**src/rtl/wtime_pkg.sv**
```systemverilog
// Shared widths and FSM state encoding for the waiting-time table writer.
// Widths here are for the default N; the top recomputes them from its own parameters.
package wtime_pkg;
   localparam int N_DEF    = 3;
   localparam int MULT_DEF = 3;
   localparam int AW       = N_DEF + 2;
   localparam int DW       = N_DEF + 2;
   localparam int NUMW     = N_DEF + 3;
   localparam int DEPTH    = 2 ** (N_DEF + 2);

   typedef enum logic [2:0] {IDLE, LOAD, DIV, WRITE, DONE} state_t;
endpackage

```
**src/rtl/wtime_divider.sv**
```systemverilog
// Sequential restoring divider: NUM_W-bit numerator by 2-bit divisor, one quotient bit per cycle.
// quot carries the final quotient during the cycle rdy is high.
module wtime_divider
   import wtime_pkg::*;
#(
   parameter int NUM_W = NUMW
)
(
   input  logic             clk,
   input  logic             rst,
   input  logic             go,
   input  logic [NUM_W-1:0] num,
   input  logic [1:0]       den,
   output logic [NUM_W-1:0] quot,
   output logic             rdy
);
   localparam int CW = $clog2(NUM_W + 1);

   logic [NUM_W-1:0] r_q;
   logic [1:0]       r_rem;
   logic [1:0]       r_den;
   logic [CW-1:0]    r_cnt;
   logic [2:0]       w_shift;
   logic             w_ge;
   logic [1:0]       w_rem_next;

   // The remainder is always below the divisor (at most 2), so 2 bits suffice.
   assign w_shift    = {r_rem, r_q[NUM_W-1]};
   assign w_ge       = (w_shift >= {1'b0, r_den});
   assign w_rem_next = w_ge ? (w_shift[1:0] - r_den) : w_shift[1:0];
   assign quot       = {r_q[NUM_W-2:0], w_ge};
   assign rdy        = (r_cnt == CW'(1));

   always_ff @(posedge clk) begin
      if (rst) begin
         r_q   <= '0;
         r_rem <= '0;
         r_den <= '0;
         r_cnt <= '0;
      end else if (go) begin
         r_q   <= num;
         r_rem <= '0;
         r_den <= den;
         r_cnt <= CW'(NUM_W);
      end else if (r_cnt != '0) begin
         r_q   <= quot;
         r_rem <= w_rem_next;
         r_cnt <= r_cnt - CW'(1);
      end
   end
endmodule

```
**src/rtl/wtime_table_writer.sv**
```systemverilog
// Walks every {t, p} address once per start and writes floor(MULT*(p+t-1)/t)
// into the waiting-time memory; t==0 entries are written as 0 without dividing.
module wtime_table_writer
   import wtime_pkg::*;
#(
   parameter int N    = N_DEF,
   parameter int MULT = MULT_DEF
)
(
   input  logic         clk,
   input  logic         rst,
   input  logic         start,
   output logic         busy,
   output logic         done,
   output logic         we,
   output logic [N+1:0] waddr,
   output logic [N+1:0] wdata
);
   localparam int A_W   = N + 2;
   localparam int NUM_W = N + 3;

   state_t           r_state;
   logic [A_W-1:0]   r_addr;
   logic [A_W-1:0]   r_waddr;
   logic [A_W-1:0]   r_wdata;
   logic             r_busy;
   logic             r_done;
   logic             r_we;

   logic [1:0]       w_t;
   logic [N-1:0]     w_p;
   logic [NUM_W-1:0] w_num;
   logic [NUM_W-1:0] w_quot;
   logic             w_go;
   logic             w_rdy;
   logic             w_quot_msb_unused;

   assign w_t   = r_addr[A_W-1:N];
   assign w_p   = r_addr[N-1:0];
   assign w_num = NUM_W'(MULT * (int'(w_p) + int'(w_t) - 1));
   assign w_go  = (r_state == LOAD) && (w_t != 2'd0);
   // Quotient never exceeds MULT*(2**N-1), so its top bit is always zero.
   assign w_quot_msb_unused = w_quot[NUM_W-1];

   wtime_divider #(.NUM_W(NUM_W)) u_div (
      .clk  (clk),
      .rst  (rst),
      .go   (w_go),
      .num  (w_num),
      .den  (w_t),
      .quot (w_quot),
      .rdy  (w_rdy)
   );

   always_ff @(posedge clk) begin
      if (rst) begin
         r_state <= IDLE;
         r_addr  <= '0;
         r_waddr <= '0;
         r_wdata <= '0;
         r_busy  <= 1'b0;
         r_done  <= 1'b0;
         r_we    <= 1'b0;
      end else begin
         case (r_state)
            IDLE, DONE: begin
               if (start) begin
                  r_state <= LOAD;
                  r_addr  <= '0;
                  r_busy  <= 1'b1;
                  r_done  <= 1'b0;
               end
            end
            LOAD: begin
               if (w_t == 2'd0) begin
                  r_we    <= 1'b1;
                  r_waddr <= r_addr;
                  r_wdata <= '0;
                  r_state <= WRITE;
               end else begin
                  r_state <= DIV;
               end
            end
            DIV: begin
               if (w_rdy) begin
                  r_we    <= 1'b1;
                  r_waddr <= r_addr;
                  r_wdata <= w_quot[A_W-1:0];
                  r_state <= WRITE;
               end
            end
            WRITE: begin
               r_we <= 1'b0;
               if (r_addr == {A_W{1'b1}}) begin
                  r_state <= DONE;
                  r_busy  <= 1'b0;
                  r_done  <= 1'b1;
               end else begin
                  r_addr  <= r_addr + A_W'(1);
                  r_state <= LOAD;
               end
            end
            default: r_state <= IDLE;
         endcase
      end
   end

   assign busy  = r_busy;
   assign done  = r_done;
   assign we    = r_we;
   assign waddr = r_waddr;
   assign wdata = r_wdata;
endmodule

```
**config.mk**
```make
export PLATFORM = sky130hd
export DESIGN_NAME = wtime_table_writer
export DESIGN_NICKNAME = d
export VERILOG_FILES = /design/src/rtl/wtime_pkg.sv /design/src/rtl/wtime_divider.sv /design/src/rtl/wtime_table_writer.sv
export SDC_FILE = /design/constraint.sdc
export NUM_CORES = 1
export LEC_CHECK = 0
export CAP_MARGIN = 10
export CORE_UTILIZATION = 35
export DETAILED_ROUTE_END_ITERATION = 10
export PLACE_DENSITY_LB_ADDON = 0.08
export SYNTH_ARGS = -nofsm -noshare
export SYNTH_HDL_FRONTEND = slang
export SYNTH_SLANG_ARGS = --single-unit
```
**constraint.sdc**
```tcl
create_clock -name clk -period 3 [get_ports clk]
set_input_delay 0.45 -clock clk [delete_from_list [all_inputs] [get_ports clk]]
set_output_delay 0.45 -clock clk [all_outputs]
set_load 0.02 [all_outputs]
```
## Word level (Yosys, flattened, before mapping)

Cells that the tools add are included.
Widths: inputs -> output; s select.

- Bits in registers: 34
- Input bits: 3

- $add $sub $neg: 5
- $mul: 1
- $lt $le $gt $ge: 1
- Equal/unequal tests: 11
- Mux-type cells: 28
- Reductions and logical operators: 16

Operators with widths:

| kind | count |
|---|---|
| $mux 5 | 6 |
| $pmux 5 s2 | 3 |
| $mux 3 | 5 |
| $mux 6 | 2 |
| $pmux 3 s4 | 1 |
| $reduce_and 3->1 | 4 |
| $reduce_bool 2->1 | 4 |
| $mux 1 | 7 |
| $eq 3x1->1 const B | 2 |
| $eq 3x2->1 const B | 2 |
| $mul 3x5->6 const A | 1 |
| $ne 2x2->1 const B | 3 |
| $reduce_bool 3->1 | 2 |
| $add 5x1->5 const B | 1 |
| $eq 5x5->1 const B | 1 |
| $sub 4x1->5 const B | 1 |
| $add 3x2->4 | 1 |
| $ne 2x1->1 const B | 2 |
| $pmux 1 s2 | 2 |
| $reduce_or 2->1 | 2 |
| $eq 3x3->1 const B | 1 |
| $ge 3x2->1 | 1 |
| $logic_not 3->1 | 1 |
| $pmux 1 s3 | 1 |
| 6 further kinds | 6 |

## Depth between registers and ports, before layout

- Depth after elaboration: 4
- Gate-level depth with buffers: 13

## By module

From an unflattened synthesis, not the netlist that was laid out.

- Cells, all modules: 219
- Area total of the unflattened synthesis: 1999.4 um2

By module, submodules not included:

| module | instances | cells each | area an instance (um2) | seq. area each (um2) |
|---|---|---|---|---|
| wtime_table_writer | 1 | 139 | 1263.7 | 420.4 |
| wtime_divider | 1 | 80 | 735.7 | 260.2 |

## Worst setup path after synthesis

OpenSTA, ideal clock, no wires.

- Kind: register -> register
- Start: register r_addr[4]
- End: register u_div.r_q[4]
- Arrival: 2678 ps
- Path slack: 237 ps
- Cell stages (with the launch flop): 14
- Path through: dfxtp_1 -> inv_1 -> ha_1 -> inv_1 -> ha_1 -> inv_1 -> fa_1 -> ha_1 -> ha_1 -> inv_1 -> fa_1 -> xnor2_1 -> nor2_1 -> a211oi_1

- Longest elaborated chain between the ends: 4

Ends and longest elaborated chain:

| item | RTL line | text |
|---|---|---|
| start, declared | wtime_table_writer.sv:23 | `logic [A_W-1:0] r_addr;` |
| start signal, assigned | wtime_table_writer.sv:99 | `r_addr <= r_addr + A_W'(1);` |
| $add 3x2->4 | wtime_table_writer.sv:40 | `assign w_num = NUM_W'(MULT * (int'(w_p) + int'(w_t) - 1));` |
| $sub 4x1->5 | wtime_table_writer.sv:40 |  |
| $mul 3x5->6 | wtime_table_writer.sv:40 |  |
| $mux 6 | wtime_divider.sv:40 | `end else if (go) begin` |
| end signal, assigned | wtime_divider.sv:41 | `r_q <= num;` |
| end signal, assigned | wtime_divider.sv:46 | `r_q <= quot;` |
| end, declared | wtime_divider.sv:19 | `logic [NUM_W-1:0] r_q;` |

Parallel ways exist; a longest one is shown, timed or not.
A chain may end at the register's enable or synchronous reset.

## Worst setup path after layout

- Start: register r_addr[1]
- End: register u_div.r_q[4]

- Longest elaborated chain between the ends: 4

Ends and longest elaborated chain:

| item | RTL line |
|---|---|
| $add 3x2->4 | wtime_table_writer.sv:40 |
| $sub 4x1->5 | wtime_table_writer.sv:40 |
| $mul 3x5->6 | wtime_table_writer.sv:40 |
| $mux 6 | wtime_divider.sv:40 |

Every way passes these cells.

==> results.toml <==
[status]
status = "completed"

[timing]
period_needed_ps = 2863
fin_tns_setup_ps = 0
hold_viol = 0
worst_pin_slew_ps = 809.1
fin_hold_ws_ps = 465.0
fin_worst_skew_ps = 6.445
fmax_mhz = 349.3
setup_viol = 0
rsz0062_at_grt = "false"
layout_setup_ws_ps = 136.8
fin_crit_sh_pct = 95.44
slew_violations = 0
slew_headroom_pct = 46.06

[finish]
layout-area-overhead-vs-synth_pct = 16.52
post-route-util_pct = 42.50
final_common_cell = "dfxtp_1"
nNetsFinal = 245
drive_above_1_share_pct = 9.417
final_cell_mix = "dfxtp_1, nor2_1, inv_1"
antenna_cells = 0

[worst_setup_path]
crit_chain = "inv_1 -> ha_1 -> inv_1 -> ha_1 -> inv_1 -> fa_1 -> ha_1 -> ha_1 -> inv_1 -> fa_1 -> xnor2_1 -> nor2_1 -> a211oi_1"
start_kind = "flip-flop"
slowest_stage = "fa_1"
crit_path_max_incr_delay_ps = 470
worstPathArrival_ps = 3070
required_ps = 3210
criticalPathCategory = "flip-flop to flip-flop"
crit_fanout = 4
end_kind = "flip-flop"

[global_route]
track_usage_pct = 15.28
grt_max_degree = 26
grt-ovfl-total = 0
antenna_found_initial = 0
grt_pass1_vias = 1352
grt_pass1_wl_um = 6285

[die]
die_y_um = 74.96
boundaryPins = 16
num_rows = 26
die_x_um = 74.96
start_util_pct = 36.48
core_mm2 = 0.005107
die_area_mm2 = 0.005619

[run]
maxCapViolCount = 0

[yosys]
syn-cell-area_mm2 = 0.001863
synth_edf_count = 0
ys_seq_area_share_pct = 36.53
avgSynthCellArea_um2 = 9.000
async_reset_ff_share_pct = 0
synth_cell_types = 46
ys_seq_elements = 34
synthFlopType = "dfxtp_1"
synthCells = 207
synth_fp_nets = 230
synth-warning-count = 0

[clocking]
numCtsBuffers = 5
clock-sinks = 34
cts_root_buffer = "clkbuf_8"
cts.clk_slew.worst_paths_ps = 70
clockBufferDepth = 2
ctsHtreeMaxLevel = 2
cts_tree = "yes"
postCtsSetupBuffers = 0
clk_latency_ps = 290

[detailed_routing]
vias = 1423
wire_per_inst_um = 13.23
drt_iter0_drc = 56
drtPass1Iterations = 4
viasPerCell = 4.857
drtAntennaViolNets = 0
routed_wl_um = 3877
drc = 0

[pwr]
leakagePower_nw = 0.8539
p_per_area_mw_per_mm2 = 514.8
peakVddDrop_mv = 0.3198

[placement]
post-place-ws_ps = 95.92
portBuffers = 15
gp_congestion = 0.7745
hpwlAfterDp_um = 2939

[worst_hold_path]
worstHoldPathType = "flip-flop to flip-flop"
critical path, delay by kind of cell (launching register included):
family / cells / cell delay [ps]
adders and majority gates: 6 / 1770
DFF: 1 / 350
buffers and inverters: 4 / 250
AOI/OAI and AO/OA: 1 / 220
xor gates and xnor gates: 1 / 140
and+or+nand+nor: 1 / 50
metrics by stage:
step / power, W / std cells / instance area, um^2
2_1_floorplan: 0.0007096 / 207 / 1863
3_3_place_gp: 0.0007595 / 285 / 2073
3_5_place_dp: 0.0007656 / 285 / 2073
4_1_cts: 0.001135 / 293 / 2168
5_1_grt: 0.001177 / 293 / 2171
6_report: 0.001118 / 293 / 2171
layout make-up:
type                            instances  area, um^2
Inverter                               19       71.32
Tap cell                               70       87.58
Clock inverter                          2       12.51
Timing Repair Buffer                   18       172.7
Fill cell                             532        2937
Sequential cell                        34       683.2
Multi-Input combinational cell        144        1061
Clock buffer                            6       82.58
final timing paths:
kind,cells after the start,endpoint,from,slack [ps]
worst min register to register,2,u_div.r_den[1],u_div.r_den[1],460
worst max-delay path,13,u_div.r_q[4],r_addr[1],140
worst min-delay path,2,u_div.r_den[1],u_div.r_den[1],460
worst max register to register,13,u_div.r_q[4],r_addr[1],140
power breakdown:
group          internal, W  switching (W)
Sequential        0.000477      0.0000304
Combinational     0.000107       0.000140
Clock             0.000185       0.000179
Total             0.000769       0.000349
kinds of logic (layout without fill, tap and decap cells):
logic type	after synthesis	after routing	share of synthesized area [%]
muxes	10	10	5.440
xor gates and xnor gates	7	7	3.291
and+or+nand+nor	69	69	19.74
adders and majority gates	20	20	14.64
DFF	34	34	36.53
buffers and inverters	29	45	6.514
AOI/OAI and AO/OA	38	38	13.84
synth_stat cells, types with 2 or more instances:
cell type | count | area, um^2
o41ai_1 | 2 | 17.52
dfxtp_1 | 34 | 680.7
fa_1 | 3 | 60.06
nand3_1 | 4 | 20.02
mux2i_1 | 9 | 90.09
buf_2 | 4 | 20.02
and3_1 | 3 | 18.77
nand2b_1 | 2 | 12.51
nand3b_1 | 2 | 15.01
nor3b_1 | 3 | 22.52
a211oi_1 | 5 | 37.54
nand2_1 | 16 | 60.06
a31oi_1 | 2 | 12.51
a21oi_1 | 9 | 45.04
or4_1 | 2 | 15.01
nor3_1 | 3 | 15.01
nor2_1 | 20 | 75.07
ha_1 | 17 | 212.7
o21ai_0 | 7 | 35.03
clkbuf_1 | 4 | 15.01
inv_1 | 18 | 67.56
a31o_2 | 3 | 26.28
buf_4 | 2 | 15.01
or3_1 | 2 | 12.51
xnor2_1 | 6 | 52.55
nor2b_1 | 5 | 31.28
layer usage:
| metal | up-vias | track usage (%) | part of all wire [%] |
|---|---|---|---|
| li1 | 745 | - | - |
| met3 | 4 | 4.819 | 3.1 |
| met2 | 14 | 25.63 | 49 |
| met1 | 660 | 18.35 | 46 |
| met4 | 0 | 5.660 | 1.3 |
| met5 | - | 0 | 0 |
state kept, by name, indices dropped and copies added (netlist names):
signal and cells:
u_div.r_cnt 3, busy 1, u_div.r_q 6, waddr 5
u_div.r_den 2, r_addr 5, wdata 5, u_div.r_rem 2
r_state 3, we 1, done 1
repair_timing:
item / in CTS / in global routing
gates resized for setup: 0 / 2
hold buffers: 0 / 0
endpoints found under the setup margin: 0 / 1
Note: power is estimated with default switching activity, not from simulation.
==> patch: new RTL, same flow settings <==
Set the package constant `N_DEF` to 2 (it was 3).
--- a/src/rtl/wtime_pkg.sv
+++ b/src/rtl/wtime_pkg.sv
@@ -1,7 +1,7 @@
 // Shared widths and FSM state encoding for the waiting-time table writer.
 // Widths here are for the default N; the top recomputes them from its own parameters.
 package wtime_pkg;
-   localparam int N_DEF    = 3;
+   localparam int N_DEF    = 2;
    localparam int MULT_DEF = 3;
    localparam int AW       = N_DEF + 2;
    localparam int DW       = N_DEF + 2;
Interface: changed (resized waddr and wdata); port bits go from 16 to 14. No check against the original RTL was run, so the function may have changed too.
==> patch against the unedited design <==
The run now ends with DRC left; cell area down 14%; critical path depth shrank 1; total power up 9.2%; area after synthesis down 12%; routed wire length is 16% lower; worst setup slack better by 290 ps; count of clock-buffer cells in the layout increased by 1; sequential cell count is 4 lower; largest power group unchanged.
==> patch: results (changes against the unedited design) <==
status=finished with violations; violated checks=DRC; largest net degree at the start of global routing=21 (-19%); post-CTS sizing=0 (unchanged); buffers added on ports=13 (-2); # placed instances=246 (-14%); hold_sp=done$_SDFFE_PP0P_; first-pass GRT wire length=5720 µm (-9.0%); worst hold margin=461 ps (-3.61 ps); relative slew slack=0.613 (+0.153); sequential element share of the synthesized area=0.366 (+0.000508); Clock Tree Buf Depth=2 (unchanged); number of flops mapped to enable cells by yosys=0 (unchanged); Synth top cells by count=dfxtp_1, nand2_1, nor2_1; slowest cell on the critical path=dfxtp_1; pre-CTS setup slack=397 ps (+301 ps); drt total wl=3270 µm (-16%); Layout Nets=220 (-10%); WHS Endpoint=done$_SDFFE_PP0P_; Hold WC Path Type=reg2reg; crit path max fanout=9 (+5); DR vias/cell=5.06 (+4.2%); CTS Root Cell=clkbuf_8; routed wire length per instance=12.9 µm (-2.6%); fin crit period=2570 ps (-290 ps); Cells after Synth=190 (-8.2%); CTS buffer count=5 (unchanged); area of placed instances=0.00178 mm² (-14%); max reg flops=5 (-1); overall routing resource usage=0.149 (-0.00340); clock skew=6.06 ps (-0.389 ps); DR pass1 iterations=7 (+3); Max IR drop VDD=298 µV (-6.7%); Largest Register=u_div.r_q; drt initial violations=124 (+120%); HPWL after detailed placement=2440 µm (-17%); Synthesized Nets=209 (-9.1%); vias in the first global route=1239 (-8.4%); critical path launch point=r_addr[3]$_SDFFE_PP0P_; number of distinct library cells after synthesis=40 (-13%); Final Wtd Congestion=0.757 (-2.2%); Largest stage delay, worst path=470 ps (about the same); synth top area cells=dfxtp_1, ha_1, nand2_1; share of cells above drive strength 1=0.0644 (-0.0298); critical path arrival=2760 ps (-310 ps); DRC Markers=2 (+2); Leak=0.696 nW (-19%); filler instances=458 (-14%); Reg clk slew, reported paths=60 ps; initial antenna violation count=0 (unchanged); R2R depth=12 (-1); r2r setup slk=430 ps (+290 ps); NetSw=0.421 mW (+21%)
-- patch: changes by cell type in the layout (fill, tap and decap cells not counted), moves of 3 or more --
cell / before / now
a211oi_1: 5 / 1
a311oi_1: 1 / 4
a31o_2: 3 / 0
and3_1: 3 / 0
ha_1: 17 / 14
mux2i_1: 9 / 6
nand2_1: 16 / 22
nand3_1: 4 / 7
xnor2_1: 6 / 2
-- patch: layout make-up --
class | count | area, µm² | share of cell area
Clock buffer | 7 | 86.3 | 0.0462
Clock inverter | 1 | 5.00 | 0.00268
Inverter | 18 | 67.6 | 0.0361
Multi-Input combinational cell | 130 | 892 | 0.477
Sequential cell | 30 | 601 | 0.321
Tap cell | 52 | 65.1 | 0.0348
Timing Repair Buffer | 16 | 153 | 0.0817
-- patch: critical path: cells and delay by family, from the launching register on --
family | cells | cell delay (ps)
DFF | 1 | 470
buffers and inverters | 4 | 300
xor gates and xnor gates | 1 | 130
AOI/OAI and AO/OA | 1 | 220
adders and majority gates | 5 | 1310
and+or+nand+nor | 1 | 50
-- patch: power groups by stage --
stage | Clock (mW) | Sequential [mW] | Combinational (mW)
floorplan | 0 | 0.502 | 0.319
global placement | 0 | 0.516 | 0.370
detailed placement | 0 | 0.518 | 0.376
CTS | 0.342 | 0.509 | 0.380
global route | 0.355 | 0.519 | 0.430
finish | 0.332 | 0.510 | 0.378
-- patch: metal layers --
layer / GRT usage / share of wire
met5: 0 / 0
met4: 0.0612 / 0.018
met3: 0.0404 / 0.036
met2: 0.235 / 0.43
met1: 0.193 / 0.51
-- patch: kinds of logic after synthesis --
kind of cell,Yosys count,synth area share
fa+ha+maj,16,0.131
buf+inv,30,0.0907
flops,30,0.366
compound gates,38,0.164
simple gates,67,0.196
mux,6,0.0366
xor+xnor,3,0.0160
